`src/rtl/shr_pkg.sv`:
```
// Shared constants and state encoding for the multi-cycle right shifter.
package shr_pkg;

  localparam int DATA_W  = 32;
  localparam int SHAMT_W = 5;

  typedef enum logic [1:0] {
    ST_IDLE  = 2'd0,
    ST_SHIFT = 2'd1,
    ST_DONE  = 2'd2
  } state_t;

endpackage

```
`src/rtl/shr_step.sv`:
```
// Combinational right shift by a small amount, filling vacated MSBs with fill.
module shr_step
  import shr_pkg::*;
(
  input  logic [DATA_W-1:0]  data,
  input  logic [SHAMT_W-1:0] amt,
  input  logic               fill,
  output logic [DATA_W-1:0]  shifted
);

  logic [DATA_W-1:0] fill_mask;

  // Ones in the top amt bits when sign-filling, zero otherwise.
  assign fill_mask = fill ? ~({DATA_W{1'b1}} >> amt) : '0;
  assign shifted   = (data >> amt) | fill_mask;

endmodule

```
`src/rtl/shr32_seq.sv`:
```
// Multi-cycle 32-bit SRL/SRA: shifts STEP bits per cycle, start/done handshake, flush abort.
module shr32_seq
  import shr_pkg::*;
#(
  parameter int STEP = 4
) (
  input  logic        clk,
  input  logic        rst_n,
  input  logic        start,
  input  logic        flush,
  input  logic        arith,
  input  logic [31:0] A,
  input  logic [31:0] B,
  output logic        busy,
  output logic        done,
  output logic [31:0] res
);

  localparam logic [SHAMT_W-1:0] STEP_AMT = SHAMT_W'(STEP);

  state_t              state_q, state_d;
  logic [DATA_W-1:0]   data_q, data_d;
  logic [DATA_W-1:0]   res_q, res_d;
  logic [DATA_W-1:0]   step_out;
  logic [SHAMT_W-1:0]  count_q, count_d;
  logic [SHAMT_W-1:0]  step_amt;
  logic                fill_q, fill_d;
  logic                busy_q, busy_d;
  logic                done_q, done_d;
  logic                unused_a_hi;

  assign unused_a_hi = ^A[31:SHAMT_W];

  // A full STEP while enough shift remains, otherwise the leftover (possibly zero).
  assign step_amt = (count_q >= STEP_AMT) ? STEP_AMT : count_q;

  shr_step u_step (
    .data    (data_q),
    .amt     (step_amt),
    .fill    (fill_q),
    .shifted (step_out)
  );

  always_comb begin
    state_d = state_q;
    data_d  = data_q;
    count_d = count_q;
    fill_d  = fill_q;
    res_d   = res_q;
    done_d  = 1'b0;
    case (state_q)
      ST_IDLE: begin
        if (start && !flush) begin
          data_d  = B;
          count_d = A[SHAMT_W-1:0];
          fill_d  = arith & B[DATA_W-1];
          state_d = ST_SHIFT;
        end
      end
      ST_SHIFT: begin
        if (flush) begin
          state_d = ST_IDLE;
        end else if (count_q >= STEP_AMT) begin
          data_d  = step_out;
          count_d = count_q - STEP_AMT;
        end else begin
          data_d  = step_out;
          res_d   = step_out;
          count_d = '0;
          done_d  = 1'b1;
          state_d = ST_DONE;
        end
      end
      ST_DONE: state_d = ST_IDLE;
      default: state_d = ST_IDLE;
    endcase
    busy_d = (state_d != ST_IDLE);
  end

  always_ff @(posedge clk or negedge rst_n) begin
    if (!rst_n) begin
      state_q <= ST_IDLE;
      data_q  <= '0;
      count_q <= '0;
      fill_q  <= 1'b0;
      res_q   <= '0;
      busy_q  <= 1'b0;
      done_q  <= 1'b0;
    end else begin
      state_q <= state_d;
      data_q  <= data_d;
      count_q <= count_d;
      fill_q  <= fill_d;
      res_q   <= res_d;
      busy_q  <= busy_d;
      done_q  <= done_d;
    end
  end

  assign busy = busy_q;
  assign done = done_q;
  assign res  = res_q;

endmodule
```
`config.mk`:
```
export PLATFORM = sky130hd
export DESIGN_NAME = shr32_seq
export DESIGN_NICKNAME = d
export VERILOG_FILES = /design/src/rtl/shr_pkg.sv /design/src/rtl/shr_step.sv /design/src/rtl/shr32_seq.sv
export SDC_FILE = /design/constraint.sdc
export NUM_CORES = 1
export LEC_CHECK = 0
export CAP_MARGIN = 20
export CORE_MARGIN = 8
export CORE_UTILIZATION = 49
export DETAILED_ROUTE_END_ITERATION = 7
export PLACE_DENSITY = 0.88
export RECOVER_POWER = 50
export SLEW_MARGIN = 30
export SYNTH_ARGS = -nofsm -noshare
export SYNTH_HDL_FRONTEND = slang
export SYNTH_SLANG_ARGS = --single-unit
export TNS_END_PERCENT = 1
```
`constraint.sdc`:
```
create_clock -name clk -period 2.75 [get_ports clk]
set_clock_uncertainty 0.05 [all_clocks]
set_input_delay 0.825 -clock clk [delete_from_list [all_inputs] [get_ports clk]]
set_output_delay 0.825 -clock clk [all_outputs]
set_load 0.03 [all_outputs]
```
==> qor.txt, run 1 <==
Tmin final = 2.59 ns
HPWL Detailed = 9.28 mm
CTS Sinks = 74
status = finished clean
crit-path cells = dlygate4sd3_1 > or3b_2 > a2111oi_0 > buf_4 > nor4_1
Leakage = 0.00237 uW
Final Hold Vio Count = 0
Synth async-reset ratio = 100%
worst-path fanout max = 4
TritonCTS buffer count = 9
nets = 606
WP buf/inv = 2
maximum clock rate = 0.386 GHz
switching power = 2630 uW
total internal power = 3470 uW
clock transition at the registers of the reported paths = 0.08 ns
Root Driver = clkbuf_8
Global Route met3 Usage = 5.47%
met1 GRT Util = 27.6%
worst skew pair latency = 0.36 ns
worst vdd ir = 0.620 mV
Filler Cells Inserted = 726
EDFF count, synth = 0
max_slew headroom = 8.26%
Setup Viol. Count Final = 0
Final Max Slew Viols = 0
hold buffers post-CTS = 0
Max Cap Viol = 0
global route total overflow = 0
CTS tree = built
sequential share of power = 34.3%
postcts setup bufs = 0
gr usage total = 21.9%
Syn Area/Cell = 9.53 sq um
combinational group share of total power = 50.2%
die height = 111 um
CP max stage delay = 0.61 ns
Primary FF master, synth = dfrtp_1
vias = 4168
Final ANT Viol Nets = 0
Most Crowded Layer GR = met2
residual DRC count = 0
GPL Wtd Cong = 0.919
Final TNS setup = 0 ns
length of the first detailed-routing pass in iterations = 7
CP required = 2.94 ns
Setup crit end kind = flop
slowest CP cell = dlygate4sd3_1
met2 Usage GRT = 35.3%
first-pass GRT wire length = 22.1 mm
CTS resizes = 0
Core Util, Final = 63.7%
crit share post-route = 94.3%
n_diodes = 0
syn_nets = 534
sequential cell area fraction in the yosys report = 42.0%
unrepaired setup endpoints after global routing = false
Max H-tree Level = 3
starting density of the core = 50.6%
Synth warnings = 0
Cells after Synth = 463
I/O pins = 103
CP delay by family, top = buffers and inverters
R2R Setup Slk = 0.16 ns
via density per instance = 6.45
Detailed Route WL = 13.5 mm
#FFs+latches synth = 74
Synth-to-Final Area Change = 26.0%
Worst-Margin Slew = 1.38 ns
core box area = 8720 sq um
synth unique cells = 52
largest net degree at the start of global routing = 50
initial antenna violation count = 0
Iter 0 DRT Violations = 349
Sw Share = 43.1%
vias in the first global route = 4318
Cell Area, Synth = 4410 sq um
Startpoint Class = input port
Cell Pwr Density = 1100 nW/um^2
die width = 111 um
Hold Crit Class = reg -> reg
Worst Setup Path Type = in -> reg
row cnt = 34
Port Buffers = 75
Clock power frac = 15.6%
Die ar. = 12300 sq um
Avg WL per Cell = 20.8 um
critical path arrival = 2.78 ns
maximum buffer depth of the clock tree = 2
share of cells above drive strength 1 = 12.8%
## power groups by stage
stage	Sequential [uW]	Combinational, uW	Clock [uW]
after floorplan	2330	1670	0
after global placement	2040	2960	0
after detailed placement	2090	3040	0
after CTS	2070	3060	954
after global routing	2160	3280	1000
final	2090	3060	949
## metal layers
layer / routed length, um / part of all wire (%)
met4: 422 / 3.1
met5: 0 / 0
met1: 5520 / 41
met2: 6270 / 47
met3: 1250 / 9.3
## sequential cells by signal, summed over array words and instances (netlist names)
register and flops:
data_q 32, res 32, count_q 5, state_q 2
busy 1, done 1, fill_q 1
## Yosys cell counts (12+ instances only)
library cell / n / area, sq um
nand2_1: 99 / 372
dfrtp_1: 74 / 1850
nor2_1: 28 / 105
clkbuf_1: 21 / 78.8
a21oi_1: 19 / 95.1
mux2i_1: 19 / 190
o21ai_0: 18 / 90.1
nor3_1: 14 / 70.1
buf_2: 12 / 60.1
mux4_2: 12 / 270
nand3_1: 12 / 60.1
## cells by family (layout without fill, tap and decap cells)
| kind of cell | Yosys count | count (layout) | synth area share (%) |
|---|---|---|---|
| simple gates | 198 | 198 | 21.0 |
| compound gates | 95 | 95 | 14.9 |
| flops | 74 | 74 | 42.0 |
| mux | 48 | 48 | 16.8 |
| buf+inv | 46 | 121 | 4.76 |
| fa+ha+maj | 2 | 2 | 0.567 |
## tightest hold or removal path, stage by stage, from the launching register on
cell and delay [ns]:
dfrtp_1 0.34, nand2_1 0.05, nand2_1 0.05
## through the flow
stage                     area (sq um)  hold slack (ns)  instances  setup WS [ns]  total power, uW
after floorplan                   4410            0.417        463          0.517             4000
after global placement            5380            0.406        632        -0.0354             5000
after detailed placement          5380            0.412        632        0.00105             5120
after CTS                         5590            0.417        646          0.239             6080
after global routing              5560            0.448        646         0.0607             6430
final                             5560            0.425        646          0.157             6100
## cell usage in the layout (no fill, tap or decap), drive strengths merged, types with 8 or more instances in the layout
master         count
nor2b              8
a211oi            11
mux4              18
nand3             12
nand2             99
and3               8
buf               22
mux2i             19
nor3              15
clkdlybuf4s50     73
nor4               9
mux2              11
o21ai             22
nor2              28
a21oi             19
inv                8
dfrtp             74
clkbuf            14
## cell type report
type | count | area (sq um) | area share [%]
timing repair buffer | 100 | 977 | 17.6
sequential | 74 | 1850 | 33.3
inverter | 7 | 26.3 | 0.473
multi-input combinational | 343 | 2350 | 42.3
clock inverter | 4 | 76.3 | 1.37
clock buffer | 10 | 138 | 2.48
tap | 108 | 135 | 2.43
## worst paths after layout
path,startpoint,end,cells past startpoint
setup / recovery,flush,data_q[22],5
hold / removal,res[16],res[16],2
setup reg to reg,count_q[2],data_q[22],4
hold reg to reg,res[16],res[16],2
max in group asynchronous,rst_n,res[21],2
min in group asynchronous,rst_n,busy,1
No activity file was read; power rests on OpenSTA's default activity.
==> inputs of run 2 (changes only) <==
Settings changed: PLACE_DENSITY 0.88 to not set, PLACE_DENSITY_LB_ADDON set to 0.05.
==> run 2 against run 1 <==
Register-to-register slack gained 0.13 ns. The run now ends with max-capacitance violations, max-slew violations left. Total power shrank 0.84%. Via count shrank 4.7%. Critical path type unchanged. Sequential share of layout area is essentially flat. Routed wire length shrank 3.6%. Worst hold slack lost 0.0061 ns. Core utilization shrank 0.057 points. Clock power is essentially flat. Maximum frequency grew 4.2%. Largest cell class unchanged.
==> qor.txt, run 2 (synthesis gave the netlist of run 1 again) <==
status = finished with violations
failing checks = max-capacitance violations, max-slew violations
largest net degree at the start of global routing = 45 (-10%)
Tmin final = 2.49 ns (-0.104 ns)
Final TNS setup = 0 ns (unchanged)
global route total overflow = 0 (unchanged)
switching power = 2590 uW (-1.3%)
row cnt = 34 (unchanged)
Port Buffers = 75 (unchanged)
CP max stage delay = 0.62 ns (about the same)
combinational group share of total power = 50.2% (about the same)
die height = 111 um (unchanged)
maximum buffer depth of the clock tree = 2 (unchanged)
worst skew pair latency = 0.36 ns (about the same)
worst vdd ir = 0.604 mV (-2.6%)
gr usage total = 21.2% (-0.70 points)
first-pass GRT wire length = 21.5 mm (-2.9%)
crit-path cells = dlygate4sd3_1 > nor3b_1 > nand3_2 > inv_1 > clkbuf_2 > nand2_1 > nand4_1
clock transition at the registers of the reported paths = 0.07 ns (about the same)
Setup Viol. Count Final = 0 (unchanged)
length of the first detailed-routing pass in iterations = 4 (-3)
share of cells above drive strength 1 = 13.0% (+0.14 points)
worst-path fanout max = 12 (+8)
Max Cap Viol = 1 (+1)
residual DRC count = 0 (unchanged)
slowest CP cell = dlygate4sd3_1
nets = 606 (unchanged)
Avg WL per Cell = 20.0 um (-3.9%)
final cell count without fillers = 648 (+0.31%)
Setup crit end kind = flop
sequential share of power = 34.1% (-0.2 points)
total internal power = 3460 uW (-0.47%)
Cell Pwr Density = 1090 nW/um^2 (-0.76%)
CP required = 2.98 ns (+0.04 ns)
min-delay src = res[22]
via density per instance = 6.13 (-5.0%)
Hold Path Cell Cnt = 2 (unchanged)
Hold Crit Class = reg -> reg
maximum clock rate = 0.402 GHz (+4.2%)
Startpoint Class = input port
Filler Cells Inserted = 755 (+4.0%)
CTS tree = built
Final Max Slew Viols = 31 (+31)
most frequent cells in the layout = nand2_1 (99), dfrtp_1 (74), clkdlybuf4s50_1 (69)
max_slew headroom = -26.4% (-35 points)
R2R Path Start = count_q[3]
TritonCTS buffer count = 9 (unchanged)
CTS resizes = 0 (unchanged)
Worst Hold End = res[22]
Clock power frac = 15.7% (about the same)
hold buffers post-CTS = 0 (unchanged)
commonest non-fill, non-tap cell in the layout = nand2_1
Detailed Route WL = 13.0 mm (-3.6%)
Die ar. = 12300 sq um (unchanged)
CTS Sinks = 74 (unchanged)
HPWL Detailed = 9.09 mm (-2.1%)
die width = 111 um (unchanged)
Synth-to-Final Area Change = 25.9% (about the same)
Worst-Margin Slew = 1.90 ns (+0.520 ns)
Worst Setup Path Type = in -> reg
GPL Wtd Cong = 0.898 (-2.2%)
Final ANT Viol Nets = 0 (unchanged)
Final Hold Vio Count = 0 (unchanged)
Iter 0 DRT Violations = 268 (-23%)
Leakage = 0.00237 uW (about the same)
I/O pins = 103 (unchanged)
unrepaired setup endpoints after global routing = false
initial antenna violation count = 0 (unchanged)
postcts setup bufs = 0 (unchanged)
Max H-tree Level = 3 (unchanged)
Sw Share = 42.8% (-0.22 points)
core box area = 8720 sq um (unchanged)
critical path arrival = 2.72 ns (-0.06 ns)
crit share post-route = 90.5% (-3.8 points)
vias = 3972 (-4.7%)
Root Driver = clkbuf_8
reg2reg end = data_q[4]
Inst Count DP = 632 (unchanged)
R2R Setup Slk = 0.29 ns (+0.13 ns)
R2R depth = 7 (+3)
starting density of the core = 50.6% (unchanged)
vias in the first global route = 4071 (-5.7%)
n_diodes = 0 (unchanged)
## run 2: cell types whose count changed in the layout (fill, tap and decap cells not counted), moves of 2 or more
cell and delta:
buf_4 +2, clkbuf_1 +2, dlygate4sd3_1 +4, clkdlybuf4s50_1 -4
## run 2: area by class of cell
class | instances | area (sq um) | share of cell area, %
multi-input combinational | 343 | 2360 | 42.5
sequential | 74 | 1850 | 33.3
timing repair buffer | 100 | 963 | 17.4
tap | 108 | 135 | 2.43
clock buffer | 10 | 128 | 2.30
clock inverter | 6 | 90.1 | 1.62
inverter | 7 | 26.3 | 0.473
## run 2: metal layers
metal | GRT usage (%) | routed length [um] | vias to the layer above
met1 | 28.8 | 5800 | 1926
met3 | 5.25 | 1020 | 21
met5 | 0 | 0 | -
li1 | - | - | 1838
met4 | 6.58 | 223 | 0
met2 | 32.3 | 5940 | 187
## run 2: power groups by stage
stage / clock [uW] / combinational (uW) / sequential [uW]
2_1_floorplan: 0 / 1670 / 2330
3_3_place_gp: 0 / 2980 / 2040
3_5_place_dp: 0 / 3030 / 2070
4_1_cts: 956 / 3050 / 2050
5_1_grt: 1010 / 3280 / 2140
6_report: 950 / 3040 / 2060
## run 2: worst max path at each step
stage	slack [ns]	cells after the start	endpoint	start
global placement	0.003	6	data_q[5]	flush
finish	0.26	7	data_q[0]	flush
CTS	0.31	7	data_q[4]	count_q[3]
global route	0.12	7	res[16]	flush
floorplan	0.52	6	data_q[14]	flush
detailed placement	0.004	6	data_q[5]	flush
## run 2: worst max-delay path, delay by kind of cell
family	cells	cell delay, ns
and+or+nand+nor	4	0.69
buffers and inverters	3	1.20
## run 2: per-stage QoR
step / setup slack [ns] / hold WS [ns] / util, % / instance area [sq um] / power [uW]
2_1_floorplan: 0.517 / 0.417 / - / 4410 / 4000
3_3_place_gp: 0.00284 / 0.401 / 61.3 / 5350 / 5030
3_5_place_dp: 0.00425 / 0.411 / 61.3 / 5350 / 5100
4_1_cts: 0.313 / 0.370 / 63.8 / 5560 / 6060
5_1_grt: 0.117 / 0.450 / 63.7 / 5550 / 6430
6_report: 0.261 / 0.419 / 63.7 / 5550 / 6050
==> inputs of run 3 (changes only) <==
Settings changed: REMOVE_ABC_BUFFERS set to 1, SKIP_LAST_GASP set to 1.
==> run 3 against run 2 <==
The run still ends with max-capacitance violations, max-slew violations left. Flip-flop and latch count unchanged. Critical path depth down 3. Core utilization up 0.10 points. Clock-buffer cell count unchanged. Cell count up 0.46%. Critical endpoint is now data_q[22].
==> qor.txt, run 3 (synthesis gave the netlist of run 1 again) <==
slowest CP cell = dlygate4sd3_1
Design Area, Final = 5560 sq um (+0.16%)
nets = 609 (+0.50%)
Final Max Slew Viols = 75 (+140%)
worst-path fanout max = 6 (-6)
Sw Share = 43.2% (+0.30 points)
Worst-Margin Slew = 1.88 ns (-0.0204 ns)
Root Driver = clkbuf_8
Cell Pwr Density = 1060 nW/um^2 (-2.3%)
row cnt = 34 (unchanged)
Placed Area = 5390 sq um (+0.84%)
crit share post-route = 93.2% (+2.7 points)
CP max stage delay = 0.63 ns (about the same)
worst skew pair latency = 0.35 ns (about the same)
first-pass GRT wire length = 21.2 mm (-1.3%)
GPL Wtd Cong = 0.901 (+0.23%)
CTS Sinks = 74 (unchanged)
Setup crit end kind = flop
Iter 0 DRT Violations = 318 (+19%)
worst vdd ir = 0.559 mV (-7.5%)
starting density of the core = 50.6% (unchanged)
clock transition at the registers of the reported paths = 0.09 ns (+0.02 ns)
Filler Cells Inserted = 733 (-2.9%)
core box area = 8720 sq um (unchanged)
CTS tree = built
met1 wire length = 5.72 mm (-1.4%)
length of the first detailed-routing pass in iterations = 5 (+1)
Startpoint Class = input port
combinational group share of total power = 50.4% (+0.2 points)
residual DRC count = 0 (unchanged)
switching power = 2550 uW (-1.4%)
Die ar. = 12300 sq um (unchanged)
maximum buffer depth of the clock tree = 2 (unchanged)
die width = 111 um (unchanged)
global route total overflow = 0 (unchanged)
Max Cap Viol = 1 (unchanged)
n_diodes = 0 (unchanged)
WP buf/inv = 1 (-2)
Avg WL per Cell = 19.2 um (-4.0%)
register area = 1850 sq um (unchanged)
gr usage total = 20.6% (-0.52 points)
Leakage = 0.00236 uW (-0.13%)
HPWL Detailed = 8.55 mm (-5.9%)
Final ANT Viol Nets = 0 (unchanged)
area of the multi-input gates = 2350 sq um (-0.21%)
share of cells above drive strength 1 = 13.4% (+0.48 points)
postcts setup bufs = 0 (unchanged)
wire length on met2 = 5.83 mm (-1.8%)
Final WS setup = 0.188 ns (-0.0730 ns)
Port Buffers = 75 (unchanged)
max_slew headroom = -25.1% (+1.4 points)
Hold Crit Class = reg -> reg
Clock power frac = 14.6% (-1.1 points)
DR top layer = met4
failing checks = max-capacitance violations, max-slew violations
largest net degree at the start of global routing = 75 (+67%)
Worst Setup Path Type = in -> reg
vias = 3961 (-0.28%)
Synth-to-Final Area Change = 26.1%
CP delay by family, top = simple AND/OR/NAND/NOR gates
status = finished with violations
unrepaired setup endpoints after global routing = false
hold buffers post-CTS = 0 (unchanged)
hold_ws = 0.424 ns (+0.00515 ns)
Detailed Route WL = 12.5 mm (-3.5%)
via density per instance = 6.08 (-0.74%)
Setup Viol. Count Final = 0 (unchanged)
TritonCTS buffer count = 9 (unchanged)
vias in the first global route = 4094 (+0.56%)
Max H-tree Level = 3 (unchanged)
CP required = 2.91 ns (-0.07 ns)
DP Worst Slack = -0.0237 ns (-0.0280 ns)
Final Hold Vio Count = 0 (unchanged)
critical path arrival = 2.72 ns (about the same)
crit-path cells = dlygate4sd3_1 > or3b_2 > a2111oi_0 > nor4_1
initial antenna violation count = 0 (unchanged)
die height = 111 um (unchanged)
CTS resizes = 0 (unchanged)
commonest non-fill, non-tap cell in the layout = nand2_1
total internal power = 3370 uW (-2.6%)
Tmin final = 2.56 ns (+0.0730 ns)
DR WL met3 = 793 um (-22%)
maximum clock rate = 0.390 GHz (-2.8%)
I/O pins = 103 (unchanged)
most frequent cells in the layout = nand2_1 (99), dfrtp_1 (74), clkdlybuf4s50_1 (73)
sequential share of power = 35.1% (+1.0 points)
[run 3: through the flow]
stage | utilization (%) | total power (uW) | instances | TNS [ns]
after floorplan | - | 3900 | 424 | -31.37
after global placement | 61.8 | 4990 | 635 | -0.0350
after detailed placement | 61.8 | 5060 | 635 | -0.0237
after CTS | 64.0 | 5940 | 651 | 0
after global routing | 63.8 | 6300 | 651 | 0
final | 63.8 | 5920 | 651 | 0
[run 3: metal layers]
layer / global-route usage, % / vias up
met3: 4.76 / 17
li1: - / 1848
met2: 31.8 / 166
met1: 28.2 / 1930
met4: 5.77 / 0
met5: 0 / -
[run 3: final timing paths]
path / start / to / slack (ns) / cells after the start
min in group asynchronous: rst_n / done / 1.00 / 2
worst max-delay path: flush / data_q[22] / 0.19 / 4
worst min register to register: res[23] / res[23] / 0.42 / 2
worst min-delay path: res[23] / res[23] / 0.42 / 2
worst max register to register: count_q[2] / data_q[30] / 0.25 / 4
max in group asynchronous: rst_n / count_q[2] / 0.51 / 2
[run 3: final cells by class]
class	instances	area share, %
Multi-Input combinational cell	343	42.3
Sequential cell	74	33.3
Timing Repair Buffer	103	18.0
Tap cell	108	2.43
Clock buffer	10	2.29
Clock inverter	6	1.21
Inverter	7	0.472
[run 3: power by group through the flow]
stage                     logic, uW  registers [uW]  clock network, uW
after global routing           3230            2150                926
after detailed placement       2980            2080                  0
final                          2980            2080                862
after floorplan                1460            2430                  0
after global placement         2940            2050                  0
after CTS                      3000            2060                876
[run 3: tightest hold or removal path, cell delays in order, from the launching register on]
cell and delay [ns]:
dfrtp_1 0.35, nand2_1 0.05, nand2_1 0.05
